==> src/rtl/tag_channel_filter_if.sv <==
// Tag stream bundle: one beat of up to WORD_WIDTH tags plus a per-beat
// lower time bound, moved with a valid/ready handshake.
interface tag_channel_filter_if #(
    parameter int WORD_WIDTH    = 4,
    parameter int TIME_WIDTH    = 64,
    parameter int CHANNEL_WIDTH = 6
);
    // A beat moves on any rising clk edge where tvalid and tready are both 1.
    // The master holds the beat stable while tvalid=1 and tready=0.
    // The slave may drive tready without waiting for tvalid.
    logic                                tvalid;
    logic                                tready;
    logic [WORD_WIDTH-1:0]               tkeep;
    logic [TIME_WIDTH*WORD_WIDTH-1:0]    tagtime;
    logic [CHANNEL_WIDTH*WORD_WIDTH-1:0] channel;
    logic [TIME_WIDTH-1:0]               lowest_time_bound;

    modport master (
        output tvalid, tkeep, tagtime, channel, lowest_time_bound,
        input  tready
    );

    modport slave (
        input  tvalid, tkeep, tagtime, channel, lowest_time_bound,
        output tready
    );
endinterface

==> src/rtl/tag_channel_filter.sv <==
// Masks tag lanes by channel, counts masked tags, drops fully-masked beats
// (with a periodic empty heartbeat beat) behind a 2-entry skid buffer.
module tag_channel_filter #(
    parameter int WORD_WIDTH      = 4,
    parameter int TIME_WIDTH      = 64,
    parameter int CHANNEL_WIDTH   = 6,
    parameter int HEARTBEAT_BEATS = 16
) (
    input  logic                        clk,
    input  logic                        rst,
    tag_channel_filter_if.slave         s,
    tag_channel_filter_if.master        m,
    input  logic [2**CHANNEL_WIDTH-1:0] channel_enable_i,
    input  logic                        clear_count_i,
    output logic [31:0]                 drop_count_o
);

    localparam int DW    = WORD_WIDTH * (1 + TIME_WIDTH + CHANNEL_WIDTH) + TIME_WIDTH;
    localparam int CNT_W = $clog2(WORD_WIDTH + 1);
    localparam int HB_W  = $clog2(HEARTBEAT_BEATS + 1);

    logic [DW-1:0]         out_beat_q, out_beat_d;
    logic [DW-1:0]         skid_beat_q, skid_beat_d;
    logic                  out_valid_q, out_valid_d;
    logic                  skid_valid_q, skid_valid_d;
    logic                  s_tready_q, s_tready_d;
    logic [HB_W-1:0]       hb_cnt_q, hb_cnt_d;
    logic [31:0]           drop_count_q, drop_count_d;

    logic [WORD_WIDTH-1:0] kept;
    logic [WORD_WIDTH-1:0] masked;
    logic [CNT_W-1:0]      masked_cnt;
    logic [32:0]           drop_sum;
    logic                  accept;
    logic                  heartbeat;
    logic                  fwd;
    logic                  out_free;
    logic [DW-1:0]         in_beat;

    always_comb begin
        kept       = '0;
        masked_cnt = '0;
        for (int i = 0; i < WORD_WIDTH; i++) begin
            kept[i] = s.tkeep[i] & channel_enable_i[s.channel[i*CHANNEL_WIDTH +: CHANNEL_WIDTH]];
        end
        masked = s.tkeep & ~kept;
        for (int i = 0; i < WORD_WIDTH; i++) begin
            masked_cnt = masked_cnt + CNT_W'(masked[i]);
        end

        accept    = s.tvalid & s_tready_q;
        heartbeat = (hb_cnt_q == HB_W'(HEARTBEAT_BEATS - 1));
        fwd       = accept & ((|kept) | heartbeat);
        in_beat   = {kept, s.tagtime, s.channel, s.lowest_time_bound};
        out_free  = ~out_valid_q | m.tready;
        drop_sum  = {1'b0, drop_count_q} + 33'(masked_cnt);

        out_beat_d   = out_beat_q;
        out_valid_d  = out_valid_q;
        skid_beat_d  = skid_beat_q;
        skid_valid_d = skid_valid_q;
        hb_cnt_d     = hb_cnt_q;
        drop_count_d = drop_count_q;

        // The skid entry is older than anything arriving now, so it refills
        // the output register first; s_tready is low whenever it is full.
        if (out_free) begin
            if (skid_valid_q) begin
                out_beat_d   = skid_beat_q;
                out_valid_d  = 1'b1;
                skid_valid_d = 1'b0;
            end else begin
                out_valid_d = fwd;
                if (fwd) begin
                    out_beat_d = in_beat;
                end
            end
        end else if (fwd) begin
            skid_beat_d  = in_beat;
            skid_valid_d = 1'b1;
        end
        s_tready_d = ~skid_valid_d;

        if (accept) begin
            hb_cnt_d = fwd ? '0 : hb_cnt_q + HB_W'(1);
        end

        if (clear_count_i) begin
            drop_count_d = '0;
        end else if (accept) begin
            drop_count_d = drop_sum[32] ? '1 : drop_sum[31:0];
        end
    end

    always_ff @(posedge clk) begin
        if (rst) begin
            out_beat_q   <= '0;
            out_valid_q  <= 1'b0;
            skid_beat_q  <= '0;
            skid_valid_q <= 1'b0;
            s_tready_q   <= 1'b0;
            hb_cnt_q     <= '0;
            drop_count_q <= '0;
        end else begin
            out_beat_q   <= out_beat_d;
            out_valid_q  <= out_valid_d;
            skid_beat_q  <= skid_beat_d;
            skid_valid_q <= skid_valid_d;
            s_tready_q   <= s_tready_d;
            hb_cnt_q     <= hb_cnt_d;
            drop_count_q <= drop_count_d;
        end
    end

    assign s.tready     = s_tready_q;
    assign m.tvalid     = out_valid_q;
    assign {m.tkeep, m.tagtime, m.channel, m.lowest_time_bound} = out_beat_q;
    assign drop_count_o = drop_count_q;

endmodule

==> src/flat_wrapper.sv <==
// flat-port wrapper written by rule: the top's interface ports become plain ports
module tag_channel_filter_flat 
#(
    parameter int WORD_WIDTH      = 4,
    parameter int TIME_WIDTH      = 64,
    parameter int CHANNEL_WIDTH   = 6,
    parameter int HEARTBEAT_BEATS = 16
)
  (clk, rst, channel_enable_i, clear_count_i, drop_count_o, s_tvalid, s_tkeep, s_tagtime, s_channel, s_lowest_time_bound, s_tready, m_tvalid, m_tkeep, m_tagtime, m_channel, m_lowest_time_bound, m_tready);
  tag_channel_filter_if #(.WORD_WIDTH(WORD_WIDTH), .TIME_WIDTH(TIME_WIDTH), .CHANNEL_WIDTH(CHANNEL_WIDTH)) s_i ();
  tag_channel_filter_if #(.WORD_WIDTH(WORD_WIDTH), .TIME_WIDTH(TIME_WIDTH), .CHANNEL_WIDTH(CHANNEL_WIDTH)) m_i ();
  input  logic clk;
  input  logic rst;
  input  logic [2**CHANNEL_WIDTH-1:0] channel_enable_i;
  input  logic clear_count_i;
  output logic [31:0] drop_count_o;
  input wire logic [$bits(s_i.tvalid)-1:0] s_tvalid;
  input wire logic [$bits(s_i.tkeep)-1:0] s_tkeep;
  input wire logic [$bits(s_i.tagtime)-1:0] s_tagtime;
  input wire logic [$bits(s_i.channel)-1:0] s_channel;
  input wire logic [$bits(s_i.lowest_time_bound)-1:0] s_lowest_time_bound;
  output wire logic [$bits(s_i.tready)-1:0] s_tready;
  output wire logic [$bits(m_i.tvalid)-1:0] m_tvalid;
  output wire logic [$bits(m_i.tkeep)-1:0] m_tkeep;
  output wire logic [$bits(m_i.tagtime)-1:0] m_tagtime;
  output wire logic [$bits(m_i.channel)-1:0] m_channel;
  output wire logic [$bits(m_i.lowest_time_bound)-1:0] m_lowest_time_bound;
  input wire logic [$bits(m_i.tready)-1:0] m_tready;
  assign s_i.tvalid = s_tvalid;
  assign s_i.tkeep = s_tkeep;
  assign s_i.tagtime = s_tagtime;
  assign s_i.channel = s_channel;
  assign s_i.lowest_time_bound = s_lowest_time_bound;
  assign s_tready = s_i.tready;
  assign m_tvalid = m_i.tvalid;
  assign m_tkeep = m_i.tkeep;
  assign m_tagtime = m_i.tagtime;
  assign m_channel = m_i.channel;
  assign m_lowest_time_bound = m_i.lowest_time_bound;
  assign m_i.tready = m_tready;
  tag_channel_filter #(.WORD_WIDTH(WORD_WIDTH), .TIME_WIDTH(TIME_WIDTH), .CHANNEL_WIDTH(CHANNEL_WIDTH), .HEARTBEAT_BEATS(HEARTBEAT_BEATS)) u_core (.clk(clk), .rst(rst), .s(s_i), .m(m_i), .channel_enable_i(channel_enable_i), .clear_count_i(clear_count_i), .drop_count_o(drop_count_o));
endmodule
==> config.mk <==
export PLATFORM = sky130hd
export DESIGN_NAME = tag_channel_filter_flat
export DESIGN_NICKNAME = d
export VERILOG_FILES = /design/src/rtl/tag_channel_filter_if.sv /design/src/rtl/tag_channel_filter.sv /design/src/flat_wrapper.sv
export SDC_FILE = /design/constraint.sdc
export NUM_CORES = 2
export LEC_CHECK = 0
export ABC_AREA = 1
export BUFFER_PORTS_ARGS = -buffer_cell sky130_fd_sc_hd__buf_2
export CAP_MARGIN = 15
export CORE_AREA = 2 2 314 316
export DETAILED_ROUTE_END_ITERATION = 12
export DIE_AREA = 0 0 316 318
export PLACE_DENSITY = 0.69
export SLEW_MARGIN = 15
export SYNTH_ARGS = -nofsm -noshare
export SYNTH_HDL_FRONTEND = slang
export SYNTH_SLANG_ARGS = --single-unit
==> constraint.sdc <==
create_clock -name clk -period 6.4 [get_ports clk]
set_input_delay 1.92 -clock clk [delete_from_list [all_inputs] [get_ports clk]]
set_output_delay 1.92 -clock clk [all_outputs]
set_load 0.05 [all_outputs]
# --- Word-level counts from Yosys, hierarchy flattened ---
# Index checks and enable logic that the tools add are counted.
classes:
  add_sub_neg: 5
  magnitude_cmp: 4
  eq_ne: 1
  n_mux: 15
  n_bitwise: 13
  n_reduce_logical: 5
op_table:
  columns: ["operator", "n"]
  rows:
  - ["$mux 348", 2]
  - ["$add 32x3->33", 1]
  - ["$mux 32", 1]
  - ["$lt 6x7->1 const B", 4]
  - ["$bmux 1 s6", 4]
  - ["$mux 1", 7]
  - ["$add 3x1->3", 2]
  - ["$and 1x1->1", 6]
  - ["$add 5x1->5 const B", 1]
  - ["$eq 5x4->1 const B", 1]
  - ["$mux 5", 1]
  - ["$and 4x4->4", 1]
  - ["$not 4->4", 1]
  - ["$reduce_and 2->1", 2]
  - ["$reduce_or 4->1", 1]
  - ["$not 1->1", 3]
  - ["$add 1x1->2", 1]
  - ["$or 1x1->1", 2]
  - ["$reduce_bool 2->1", 1]
  - ["$reduce_or 2->1", 1]
word_totals:
  reg_bits: 736
  word_cells: 50

# --- Longest topological paths before layout ---
logic_depth:
  ltp_word: 10
  depth_mapped: 34
  depth_no_buf: 32

# --- Least setup slack after synthesis ---
# OpenSTA, ideal clock, no wires.
synth_timing:
  kind: "input port to flip-flop"
  start: "input port s_channel[6]"
  end: "register u_core.drop_count_q[30] (netlist: u_core.drop_count_o[30])"
  arrival_ps: 5884
  required_ps: 6330
  setup_slack_ps: 446
  cell_stages: 33
  cell_sequence: "buf_2 > inv_2 > buf_2 > nand2_1 > nand3_1 > nand3_1 > nand2_1 > nand2_1 > nand3_1 > nand3_1 > nand2_1 > nor2_1 > ha_1 > inv_1 > fa_1 > inv_1 > ha_1 > inv_1 > fa_1 > o21ai_0 > nand2_1 > nor2_1 > nand2_1 > nor2_1 > nand2_1 > nor2_1 > nand2_1 > nor2_1 > nand2_1 > nor3_1 > nand3_1 > xor2_1 > a21oi_1"
synth_between:
  elab_chain_cells: 10
synth_lines:
  columns: ["item", "line", "rtl"]
  rows:
  - ["start, declared", "flat_wrapper.sv:20", "input wire logic [$bits(s_i.channel)-1:0] s_channel;"]
  - ["$bmux 1 s6", "tag_channel_filter.sv:44", "kept[i] = s.tkeep[i] & channel_enable_i[s.channel[i*CHANNEL_WIDTH +: CHANNEL_WIDTH]];"]
  - ["$mux 1 (implied by the code)", "tag_channel_filter.sv:44", null]
  - ["$and 1x1->1", "tag_channel_filter.sv:44", null]
  - ["$not 4->4", "tag_channel_filter.sv:46", "masked = s.tkeep & ~kept;"]
  - ["$and 4x4->4", "tag_channel_filter.sv:46", null]
  - ["$add 1x1->2", "tag_channel_filter.sv:48", "masked_cnt = masked_cnt + CNT_W'(masked[i]);"]
  - ["$add 3x1->3 (2 in series)", "tag_channel_filter.sv:48", null]
  - ["$add 32x3->33", "tag_channel_filter.sv:56", "drop_sum = {1'b0, drop_count_q} + 33'(masked_cnt);"]
  - ["$mux 32", "tag_channel_filter.sv:91", "drop_count_d = drop_sum[32] ? '1 : drop_sum[31:0];"]
  - ["end signal, assigned", "tag_channel_filter.sv:111", "drop_count_q <= drop_count_d;"]
  - ["end, declared", "tag_channel_filter.sv:28", "logic [31:0] drop_count_q, drop_count_d;"]
# No other way between the ends. The select of a mux whose other input is x is not followed.
# A chain may end at the register's enable or synchronous reset.

# --- Final worst setup path ---
layout_timing:
  start: "input port s_channel[1]"
  end: "register u_core.drop_count_q[30] (netlist: u_core.drop_count_o[30])"
# Same word-level chain as after synthesis.

==> impl_metrics.py <==
metrics = {
    "finish": {
        "instances_no_fill": 7716,
        "syn2layout_area_growth_pct": 23.0,
        "seqCellArea_mm2": 0.0147,
        "multi_input_area_mm2": 0.0168,
        "final_nets": 6757,
        "fin_area_mm2": 0.0430,
        "fillers": 10200,
        "layout-drive-gt1-share": 0.166,
    },
    "worst_setup_path": {
        "crit_start": "s_channel[1]",
        "path_max_fanout": 17,
        "r2r_start": "u_core.drop_count_o[0]$_SDFFE_PP0P_",
        "critical_path.slowest_cell": "fa_1",
        "crit_type": "in -> reg",
        "cp-end-kind": "flop",
        "max_stage_delay_ns": 0.42,
        "required_ns": 6.88,
        "critPathArrivalTime_ns": 6.18,
        "critPathLaunchType": "input port",
        "cp_common_cell": "nand2_1",
    },
    "die": {
        "io_pins": 799,
        "placementRows": 115,
        "dieHeight_um": 318,
        "die-area_mm2": 0.100,
        "core_area_mm2": 0.0974,
        "initial_core_util": 0.359,
        "die_w_um": 316,
    },
    "flow_run": {
        "maxCapViolCount": 0,
    },
    "sta": {
        "fmax_ghz": 0.176,
        "hold_viol": 0,
        "period_share": 0.890,
        "rsz0062_at_grt": "no",
        "tightestPinTransition_ns": 1.14,
        "finalMaxSlewViolations": 0,
        "min_period_ns": 5.69,
        "slew_headroom": 0.238,
        "finalSetupViolCount": 0,
        "fin_skew_ns": 0.0280,
        "fin_tns_setup_ns": 0,
    },
    "drt": {
        "wl_um": 123000,
        "drc": 0,
        "avgRoutedWirePerCell_um": 16.0,
        "num_vias": 36400,
        "drtIter0Drc": 3082,
        "dr.pass1.iters": 5,
        "ant_nets": 0,
        "via_per_inst": 4.72,
    },
    "synthesis": {
        "netlist_area_mm2": 0.0350,
        "yosys_register_bits": 736,
        "synthCells": 5683,
        "seq_area_frac_synth": 0.421,
        "synth_fp_nets": 6109,
        "yosysWarnings": 0,
        "synth_area_per_cell_um2": 6.15,
        "synth.distinct_cells": 36,
    },
    "clock_tree": {
        "ctsHoldBuffers": 0,
        "clk_pin_slew_ns": 0.06,
        "cts_root_buf": "clkbuf_16",
        "clkSinkCount": 736,
        "cts_tree": "done",
        "cts_resized": 0,
        "htreeDepth": 3,
        "post-cts-setup-buffer-count": 0,
        "insertion_delay_ns": 0.66,
        "clock_path_buffers": 3,
        "cts_buffers": 85,
    },
    "global_routing": {
        "antenna_found_initial": 51,
        "grt_pass1_vias": 32700,
        "grt_remaining_overflow": 0,
        "grt_usage": 0.234,
        "grt_max_degree": 169,
        "grt_pass1_wl_um": 188000,
    },
    "power": {
        "p_switching_mw": 3.77,
        "power_mw": 11.9,
        "p_seq_frac": 0.413,
        "ir_drop_uv": 218,
        "power.share.clock": 0.401,
        "switching_share": 0.316,
        "power_leakage_nw": 21.8,
        "internal_power_mw": 8.16,
        "power_frac_comb": 0.185,
        "power_density_mw_per_mm2": 277,
    },
    "placement": {
        "dp_cells": 7531,
        "port_buffers": 798,
        "hpwlAfterDp_um": 84400,
        "dpl_cell_area_mm2": 0.0402,
        "gp_congestion": 0.912,
    },
    "hold_path": {
        "min_from": "u_core.skid_beat_q[336]$_SDFFE_PP0P_",
        "hold_class": "reg -> reg",
    },
    "outcome": {
        "status": "finished, final reports clean",
    },
}
==> cell usage after synthesis, drive strengths merged <==
master,n,share of area
a211oi,1,0.00021
a21boi,1,0.00032
a21oi,374,0.054
a221oi,1,0.00025
a31oi,3,0.00054
buf,171,0.032
clkbuf,185,0.020
clkinv,5,0.00057
dfxtp,736,0.42
fa,2,0.0011
ha,7,0.0025
inv,443,0.048
nand2,2670,0.29
nand3,232,0.033
nand3b,2,0.00043
nand4,7,0.0013
nor2,726,0.078
nor3,10,0.0014
nor3b,1,0.00021
nor4,2,0.00036
o21a,1,0.00021
o21ai,75,0.011
or4,1,0.00021
xnor2,6,0.0015
xor2,21,0.0053
==> critical path, delay by kind of cell <==
family          cells  cell delay (ns)
simple gates       19             2.03
fa+ha+maj           4             1.25
buf+inv             5             0.56
compound gates      2             0.27
xor+xnor            1             0.15
==> per-stage QoR <==
step	hold slack [ns]	util	setup WS, ns
floorplan	0.425	-	0.446
finish	0.448	0.442	0.705
CTS	0.448	0.441	0.708
global placement	0.434	0.413	0.0823
global route	0.471	0.442	0.209
detailed placement	0.439	0.413	0.0443
==> registers in the layout, summed over array words and instances (netlist names) <==
register             count
u_core.drop_count_o     32
u_core.s.tready          1
u_core.skid_valid_q      1
u_core.out_beat_q      348
u_core.m.tvalid          1
u_core.skid_beat_q     348
u_core.hb_cnt_q          5
==> worst paths after layout <==
path              slack, ns  depth (start not counted)                                    to
hold / removal         0.45                          2  u_core.skid_beat_q[336]$_SDFFE_PP0P_
setup reg to reg       3.53                         17  u_core.drop_count_o[30]$_SDFFE_PP0P_
setup / recovery       0.71                         31  u_core.drop_count_o[30]$_SDFFE_PP0P_
hold reg to reg        0.45                          2  u_core.skid_beat_q[336]$_SDFFE_PP0P_
==> logic make-up (layout without fill, tap and decap cells) <==
group	count (synthesis)	count (layout)	synth area share
compound gates	456	456	0.0658
flops	736	736	0.421
other cells	0	36	0
buf+inv	804	1514	0.100
simple gates	3651	3651	0.402
xor+xnor	27	27	0.00676
fa+ha+maj	9	9	0.00365
==> metal layers <==
| metal | GRT usage | part of all wire |
|---|---|---|
| met3 | 0.0470 | 0.072 |
| met4 | 0.125 | 0.047 |
| met2 | 0.376 | 0.46 |
| met1 | 0.295 | 0.42 |
| met5 | 0 | 0.0013 |
==> layout by cell type, fill, tap and decap left out, types with 75 or more instances in the layout <==
cell type,instances
nand2_1,2666
buf_4,80
clkbuf_16,87
buf_2,797
o21ai_0,75
dfxtp_1,735
nand3_1,231
inv_1,432
a21oi_1,374
nor2_1,725
==> power by group through the flow <==
stage	Sequential [mW]	Clock [mW]	Combinational (mW)
after floorplan	5.70	0	0.839
after global placement	5.02	0	2.19
after detailed placement	5.03	0	2.20
after CTS	4.93	4.91	2.21
after global routing	4.95	5.09	2.41
final	4.93	4.79	2.21
==> area by class of cell <==
type	count	area share
Multi-Input combinational cell	4143	0.389
Sequential cell	736	0.342
Timing Repair Buffer	917	0.125
Clock buffer	126	0.0575
Inverter	448	0.0397
Tap cell	1287	0.0374
Clock inverter	23	0.00634
Antenna cell	36	0.00209
Power figures use the tool's default switching activity.
